[config.mk]
export PLATFORM = sky130hd
export DESIGN_NAME = mem_access_unit
export DESIGN_NICKNAME = d
export VERILOG_FILES = /design/src/rtl/mem_access_unit.sv
export SDC_FILE = /design/constraint.sdc
export NUM_CORES = 1
export LEC_CHECK = 0
export CAP_MARGIN = 10
export CORE_ASPECT_RATIO = 2
export CORE_MARGIN = 8
export CORE_UTILIZATION = 31
export DETAILED_ROUTE_END_ITERATION = 12
export PLACE_DENSITY = 0.66
export SLEW_MARGIN = 20
export SYNTH_ARGS = -nofsm -noshare
export SYNTH_HDL_FRONTEND = slang
export SYNTH_SLANG_ARGS = --single-unit
[constraint.sdc]
create_clock -name clk -period 3.1 [get_ports clk]
set_input_delay 0.62 -clock clk [delete_from_list [all_inputs] [get_ports clk]]
set_output_delay 0.62 -clock clk [all_outputs]
set_load 0.01 [all_outputs]
[src/rtl/mem_access_unit.sv]
`timescale 1ns/1ps
`default_nettype none
// ============================================================================
// Module      : mem_access_unit
// Description : Memory-stage load/store sequencer. Issues one request/ack
//               bus transaction per M-stage load or store and stalls the
//               pipeline while it is outstanding. Stores get byte enables and
//               lane-replicated data. Loads are right-aligned by byte offset
//               and handed, together with the captured width code, to the
//               writeback width-reduction unit.
// Revision    : 1.0 - initial release
// ----------------------------------------------------------------------------
// Ports
//   clk, reset_n        : clock, asynchronous active-low reset
//   MemReqM, MemWriteM  : M-stage access request / store select
//   WidthSrcM[2:0]      : 000 word, x10 half, x01 byte (bit2 = unsigned)
//   ALUResultM[31:0]    : effective byte address
//   WriteDataM[31:0]    : right-justified store data
//   StallMem            : hold IF/ID/EX/M this cycle (combinational)
//   MisalignedM         : illegal alignment, no access made (combinational)
//   DMemReq/We/Addr/WData/Be : registered data-memory bus request
//   DMemAck, DMemRData  : bus completion and read data
//   LoadDataW, WidthSrcW, LoadValidW : right-aligned load result to writeback
//   BusErr              : one-cycle pulse when a transaction times out
// ============================================================================
module mem_access_unit #(
  parameter int unsigned TIMEOUT_CYCLES = 255
) (
  input  logic        clk,
  input  logic        reset_n,
  input  logic        MemReqM,
  input  logic        MemWriteM,
  input  logic [2:0]  WidthSrcM,
  input  logic [31:0] ALUResultM,
  input  logic [31:0] WriteDataM,
  output logic        StallMem,
  output logic        MisalignedM,
  output logic        DMemReq,
  output logic        DMemWe,
  output logic [31:0] DMemAddr,
  output logic [31:0] DMemWData,
  output logic [3:0]  DMemBe,
  input  logic        DMemAck,
  input  logic [31:0] DMemRData,
  output logic [31:0] LoadDataW,
  output logic [2:0]  WidthSrcW,
  output logic        LoadValidW,
  output logic        BusErr
);

  typedef enum logic [1:0] {
    S_IDLE = 2'd0,
    S_WAIT = 2'd1,
    S_DONE = 2'd2
  } state_t;

  // Counter value of the last WAIT cycle that may still accept an ack.
  localparam logic [15:0] c_TIMEOUT_LAST = 16'(TIMEOUT_CYCLES - 1);

  state_t      r_state;
  state_t      w_next_state;
  logic [15:0] r_cnt;
  logic [1:0]  r_off;

  logic        w_is_word;
  logic        w_is_half;
  logic        w_is_byte;
  logic        w_legal;
  logic        w_issue;
  logic        w_ack;
  logic        w_timeout;
  logic [3:0]  w_be;
  logic [31:0] w_wdata;
  logic [31:0] w_rshift;

  // Width decode; the unsigned bit only matters for word (which has none).
  assign w_is_word = (WidthSrcM == 3'b000);
  assign w_is_half = (WidthSrcM[1:0] == 2'b10);
  assign w_is_byte = (WidthSrcM[1:0] == 2'b01);

  assign w_legal = (w_is_word && (ALUResultM[1:0] == 2'b00)) ||
                   (w_is_half && !ALUResultM[0]) ||
                   w_is_byte;

  assign w_issue   = (r_state == S_IDLE) && MemReqM && w_legal;
  assign w_ack     = (r_state == S_WAIT) && DMemAck;
  // Ack takes priority over an expiring timeout in the same cycle.
  assign w_timeout = (r_state == S_WAIT) && !DMemAck && (r_cnt == c_TIMEOUT_LAST);

  // Store lane encoding; loads always fetch the full word.
  always_comb begin
    w_be    = 4'b1111;
    w_wdata = WriteDataM;
    if (MemWriteM) begin
      if (w_is_half) begin
        w_be    = 4'b0011 << ALUResultM[1:0];
        w_wdata = {2{WriteDataM[15:0]}};
      end else if (w_is_byte) begin
        w_be    = 4'b0001 << ALUResultM[1:0];
        w_wdata = {4{WriteDataM[7:0]}};
      end
    end
  end

  // Right-align the returned word; upper bytes are zero-filled and the
  // writeback unit applies the real sign/zero extension.
  assign w_rshift = DMemRData >> {r_off, 3'b000};

  // --------------------------------------------------------------------------
  // FSM
  // --------------------------------------------------------------------------
  always_ff @(posedge clk or negedge reset_n) begin
    if (!reset_n) begin
      r_state <= S_IDLE;
    end else begin
      r_state <= w_next_state;
    end
  end

  always_comb begin
    w_next_state = r_state;
    StallMem     = 1'b0;
    MisalignedM  = 1'b0;
    case (r_state)
      S_IDLE: begin
        if (MemReqM) begin
          if (w_legal) begin
            StallMem     = 1'b1;
            w_next_state = S_WAIT;
          end else begin
            MisalignedM  = 1'b1;
          end
        end
      end
      S_WAIT: begin
        StallMem = 1'b1;
        if (w_ack || w_timeout) begin
          w_next_state = S_DONE;
        end
      end
      // MemReqM still belongs to the completing instruction here.
      S_DONE: begin
        w_next_state = S_IDLE;
      end
      default: begin
        w_next_state = S_IDLE;
      end
    endcase
  end

  // --------------------------------------------------------------------------
  // Bus request, timeout counter and load result registers
  // --------------------------------------------------------------------------
  always_ff @(posedge clk or negedge reset_n) begin
    if (!reset_n) begin
      DMemReq    <= 1'b0;
      DMemWe     <= 1'b0;
      DMemAddr   <= 32'd0;
      DMemWData  <= 32'd0;
      DMemBe     <= 4'd0;
      LoadDataW  <= 32'd0;
      WidthSrcW  <= 3'd0;
      LoadValidW <= 1'b0;
      BusErr     <= 1'b0;
      r_cnt      <= 16'd0;
      r_off      <= 2'd0;
    end else begin
      // Completion flags are single-cycle pulses covering the DONE cycle.
      LoadValidW <= 1'b0;
      BusErr     <= 1'b0;
      if (w_issue) begin
        DMemReq   <= 1'b1;
        DMemWe    <= MemWriteM;
        DMemAddr  <= {ALUResultM[31:2], 2'b00};
        DMemBe    <= w_be;
        DMemWData <= w_wdata;
        r_off     <= ALUResultM[1:0];
        WidthSrcW <= WidthSrcM;
        r_cnt     <= 16'd0;
      end else if (w_ack) begin
        DMemReq <= 1'b0;
        if (!DMemWe) begin
          LoadDataW  <= w_rshift;
          LoadValidW <= 1'b1;
        end
      end else if (w_timeout) begin
        DMemReq <= 1'b0;
        BusErr  <= 1'b1;
        if (!DMemWe) begin
          LoadDataW  <= 32'd0;
          LoadValidW <= 1'b1;
        end
      end else if (r_state == S_WAIT) begin
        r_cnt <= r_cnt + 16'd1;
      end
    end
  end

endmodule
`default_nettype wire

==> Word level (Yosys, flattened, before mapping) <==
Cells that the tools add are included.
{ "word_totals": {"ff_bits": 125, "latchBits": 0, "ramBits": 0, "mem_bits_ro": 0, "input_bits": 104, "output_inout_bits": 109, "wordCells": 83, "n_memories": 0} }
{ "op_classes": {"n_addsub": 1, "mul": 0, "div": 0, "n_lt_le_gt_ge": 0, "eq_ne": 11, "shifts": 3, "mux": 34, "n_bitwise": 1, "reduce_logical": 21} }
{ "op_table": {"columns": ["operator", "count"], "rows": [
  ["$mux W32", 7],
  ["$mux W16", 4],
  ["$shr A32 B5 Y32", 1],
  ["$add A16 B1 Y16 const B", 1],
  ["$eq A16 B8 Y1 const B", 1],
  ["$mux W1", 15],
  ["$mux W4", 3],
  ["$ne A2 B2 Y1 const B", 6],
  ["$logic_and A1 B1 Y1", 7],
  ["$mux W2", 3],
  ["$reduce_and A3 Y1", 2],
  ["$eq A2 B1 Y1 const B", 2],
  ["$logic_not A2 Y1", 2],
  ["$pmux W2 S2", 1],
  ["$reduce_and A4 Y1", 1],
  ["$reduce_bool A2 Y1", 2],
  ["$shl A1 B2 Y4 const A", 1],
  ["$shl A2 B2 Y4 const A", 1],
  ["$logic_not A3 Y1", 1],
  ["$logic_or A1 B1 Y1", 3],
  ["$reduce_bool A3 Y1", 1],
  ["$eq A2 B2 Y1 const B", 1],
  ["$logic_not A1 Y1", 2],
  ["$ne A2 B1 Y1 const B", 1],
  ["other kinds (2)", 2]
]} }

==> Depth between registers and ports, before layout <==
{ "logic_depth": {"word_depth": 7, "ltp_mapped": 8, "depth_no_buf": 6} }

==> Worst setup path before layout <==
Ideal clock, no wire load.
{ "synth_path": {"kind": "reg2reg", "start": "reg r_cnt[0]", "end": "reg LoadDataW[30]", "setup_time_ps": 121, "t_arrival_ps": 2031, "required_ps": 2979, "setup_slack_ps": 948, "stages_incl_launch_ff": 8, "path_buffers": 1, "period_less_slack_ps": 2152, "cell_sequence": "dfrtp_1 -> inv_1 -> ha_1 -> or3b_2 -> nor4_4 -> o21ai_4 -> buf_6 -> a22o_1"} }
{ "synth_via": {"elab_chain_cells": 4, "elab_cells_between_ends": 5, "cone_classes": "eq/ne (2); reduce/logical (3)"} }
{ "synth_rtl": {"columns": ["element", "line_no", "source"], "rows": [
  ["start: declaration", "62", "logic [15:0] r_cnt;"],
  ["start signal: assignment", "194", "r_cnt <= r_cnt + 16'd1;"],
  ["$eq A16 B8 Y1 (*)", "88", "assign w_timeout = (r_state == S_WAIT) && !DMemAck && (r_cnt == c_TIMEOUT_LAST);"],
  ["$logic_and A1 B1 Y1 (*)", "88", null],
  ["$ne A2 B2 Y1 (no line) or $reduce_bool A2 Y1 (tied branches)", null, null],
  ["$reduce_and A4 Y1 (no line) (*)", null, null],
  ["end signal: assignment", "183", "LoadDataW <= w_rshift;"],
  ["end: declaration", "45", "output logic [31:0] LoadDataW,"]
]} }
Mark *: on every way between the ends. The rest lies on a longest branch, timed or not.
A chain may end at the register's enable or synchronous reset.

==> Worst setup path in the final report <==
{ "layout_path": {"start": "in ALUResultM[0]", "end": "out StallMem"} }
{ "layout_via": {"elab_chain_cells": 7, "elab_cells_between_ends": 9, "cone_classes": "mux (3); reduce/logical (6)"} }
{ "layout_rtl": {"columns": ["element", "line_no", "source"], "rows": [
  ["start: declaration", "34", "input logic [31:0] ALUResultM,"],
  ["$logic_not A2 Y1 or $logic_not A1 Y1 (tied branches)", "81, 82", null],
  ["$logic_and A1 B1 Y1 (on tied branches)", "81, 82", null],
  ["$logic_or A1 B1 Y1 (*)", "81", "assign w_legal = (w_is_word && (ALUResultM[1:0] == 2'b00)) ||"],
  ["$logic_or A1 B1 Y1 (*)", "82", "(w_is_half && !ALUResultM[0]) ||"],
  ["$mux W1 (*)", "127", "if (w_legal) begin"],
  ["$mux W1 (*)", "126", "if (MemReqM) begin"],
  ["$pmux W1 S2 (*)", "124", "case (r_state)"],
  ["end: declaration", "36", "output logic StallMem,"]
]} }
Marks and branches as above.

==> results.toml <==
[outcome]
status = "completed"

[synthesis]
ys_ff_latch = 125
yosys.cell_types.count = 49
synth_area_um2 = 6027
synthCells = 633
synth.avg_cell_area_um2 = 9.521
synth_flop_cell = "dfrtp_1"
yosys_warnings = 0
synth_edf_count = 0
async_flop_share_pct = 100.0
synth_seq_area_share_pct = 51.90

[die]
coreArea_um2 = 19190
num_rows = 72
die-height_um = 213.2
initial_core_util_pct = 31.41
ioPinCount = 213
dieArea_um2 = 24430
die_x_um = 114.6

[pwr]
p_leak_nw = 4.107
power_mw = 7.024
vdd_drop_max_uv = 403.0
p_per_area_nw_per_um2 = 767.3

[timing]
worst_pin_slew_ns = 0.8823
slew_headroom_pct = 40.96
setup_tns_ns = 0
fmax_mhz = 336.1
finalClockSkew_ns = 0.008859
min_period_ns = 2.975
fin_ws_ns = 0.1248
finalSetupViolations = 0
final.period_utilization_pct = 95.97
drv_slew = 0
rsz0062_at_grt = "yes"
finalHoldViolCount = 0

[setup_path]
reg2reg_depth = 6
crit_required_ns = 2.48
worstPathArrival_ns = 2.36
r2r-start = "r_cnt[0]"
cp_max_fo = 3
path_class = "in -> out"
cp-start-kind = "input port"
worstSetupEndpointType = "output pin"
r2r-end = "LoadDataW[5]"
rrSetupSlack_ns = 0.77

[detailed_routing]
drcViolationCount = 0
viasPerCell = 4.818
drt_wl_total_um = 20760
drt_iter0_markers = 209
antenna_left = 0
vias = 5391
drt_pass1_iterations = 5
avgRoutedWirePerCell_um = 18.55

[run]
cap_violations = 0

[clocking]
htree_levels = 4
cts_buffer_depth = 2
clk_root_buffer_cell = "clkbuf_16"
clk_pin_slew_ns = 0.06
post_cts_buffers = 0
clock-sinks = 125
cts_tree = "built"
clock_latency_ns = 0.41
numCtsBuffers = 17

[grt]
grt_max_degree = 60
grt_pass1_wl_um = 31430
grt_pass1_vias = 5506
grt_overflow = 0
antenna_found_initial = 0
grtUsageTotal_pct = 17.10

[place]
numPlacedInstances = 1087
hpwl_um = 15990
gp_congestion = 0.8075
place_ws_ns = 0.02390
portBuffers = 210
place_area_um2 = 8519

[final_layout]
finalNonFillerCells = 1119
nets = 957
antenna_cells = 0
syn_to_final_growth_pct = 51.90
stdcell_area_um2 = 9155
drive_above_1_share_pct = 9.302

[worst_hold_path]
hold_class = "in -> async"
## metrics by stage
| stage | hold WS [ns] | utilization, % |
|---|---|---|
| after floorplan | 0.3244 | - |
| after global placement | 0.4580 | 44.40 |
| after detailed placement | 0.4610 | 44.40 |
| after CTS | 0.2406 | 47.65 |
| after global routing | 0.2570 | 47.71 |
| final | 0.2240 | 47.71 |
## state kept, by name (all words and copies together) (netlist names)
signal	flops
r_off	2
DMemWe	1
r_cnt	16
LoadValidW	1
LoadDataW	32
r_state	2
DMemReq	1
DMemAddr	30
DMemWData	32
BusErr	1
DMemBe	4
WidthSrcW	3
## layout by cell type, fill, tap and decap left out, types with 3 or more instances in the layout
master / instances
a31oi_1: 11
nand3_1: 4
a22o_1: 32
o31ai_1: 7
nand2b_1: 5
or4_1: 8
nor3b_1: 10
clkinvlp_4: 3
mux2i_1: 37
nor2b_1: 10
nand4_1: 3
nor3_1: 5
o21ai_0: 52
mux2_2: 8
inv_6: 3
clkdlybuf4s50_1: 208
buf_12: 3
nand2_1: 183
inv_1: 16
ha_1: 6
bufinv_16: 3
o22ai_1: 3
buf_4: 26
nor2_1: 14
o221ai_1: 8
clkbuf_16: 17
a21oi_1: 12
dfrtp_1: 125
clkbuf_8: 3
## cell type report
type / count / area, µm²
fill: 1833 / 10030
sequential: 125 / 3128
multi-input combinational: 448 / 2665
timing repair buffer: 238 / 2350
clock buffer: 20 / 466.7
tap: 259 / 324.1
clock inverter: 12 / 157.7
inverter: 17 / 63.81
## power by group
part           internal, mW  switching [mW]
Combinational          1.37            1.10
Clock                  1.34           0.773
Sequential             2.13           0.317
## timing repair
action / in CTS / in global routing
hold buffers: 0 / 0
endpoints found under the setup margin: 0 / 1
resized for setup: 0 / 3
## metal layers
metal,routed length (µm),up-vias,global-route usage [%]
met2,11590,171,32.57
met1,7283,2582,16.57
met4,376,0,6.704
met3,1509,12,5.099
met5,0,-,0
li1,-,2626,-
## critical path: stages
cell,delay [ns]
clkdlybuf4s50_1,0.42
buf_4,0.15
o21a_1,0.19
a211oi_2,0.25
o21bai_2,0.12
inv_1,0.07
clkdlybuf4s50_1,0.53
## synth_stat cells, types with 10 or more instances
master	instances	area share (%)
a21oi_1	12	1.0
a22o_1	32	4.7
a31oi_1	11	1.1
clkbuf_1	36	2.2
dfrtp_1	125	52
inv_1	16	1.0
mux2i_1	37	6.1
nand2_1	183	11
nor2_1	14	0.87
nor2b_1	10	1.0
nor3b_1	10	1.2
o21ai_0	52	4.3
## logic make-up after synthesis
family	after synthesis	synth area share, %
buffers and inverters	61	4.442
adders and majority gates	6	1.246
DFF	125	51.90
muxes	45	7.640
and+or+nand+nor	258	19.58
AOI/OAI and AO/OA	137	15.13
other	1	0.06222
## worst max path at each step
stage | startpoint | end | slack (ns)
final | ALUResultM[0] | StallMem | 0.12
after global routing | ALUResultM[1] | StallMem | -0.0005
after CTS | ALUResultM[1] | StallMem | 0.02
after detailed placement | ALUResultM[1] | StallMem | 0.02
after global placement | ALUResultM[0] | StallMem | 0.07
after floorplan | r_cnt[0] | LoadDataW[30] | 0.95
Note: power is estimated with default switching activity, not from simulation.
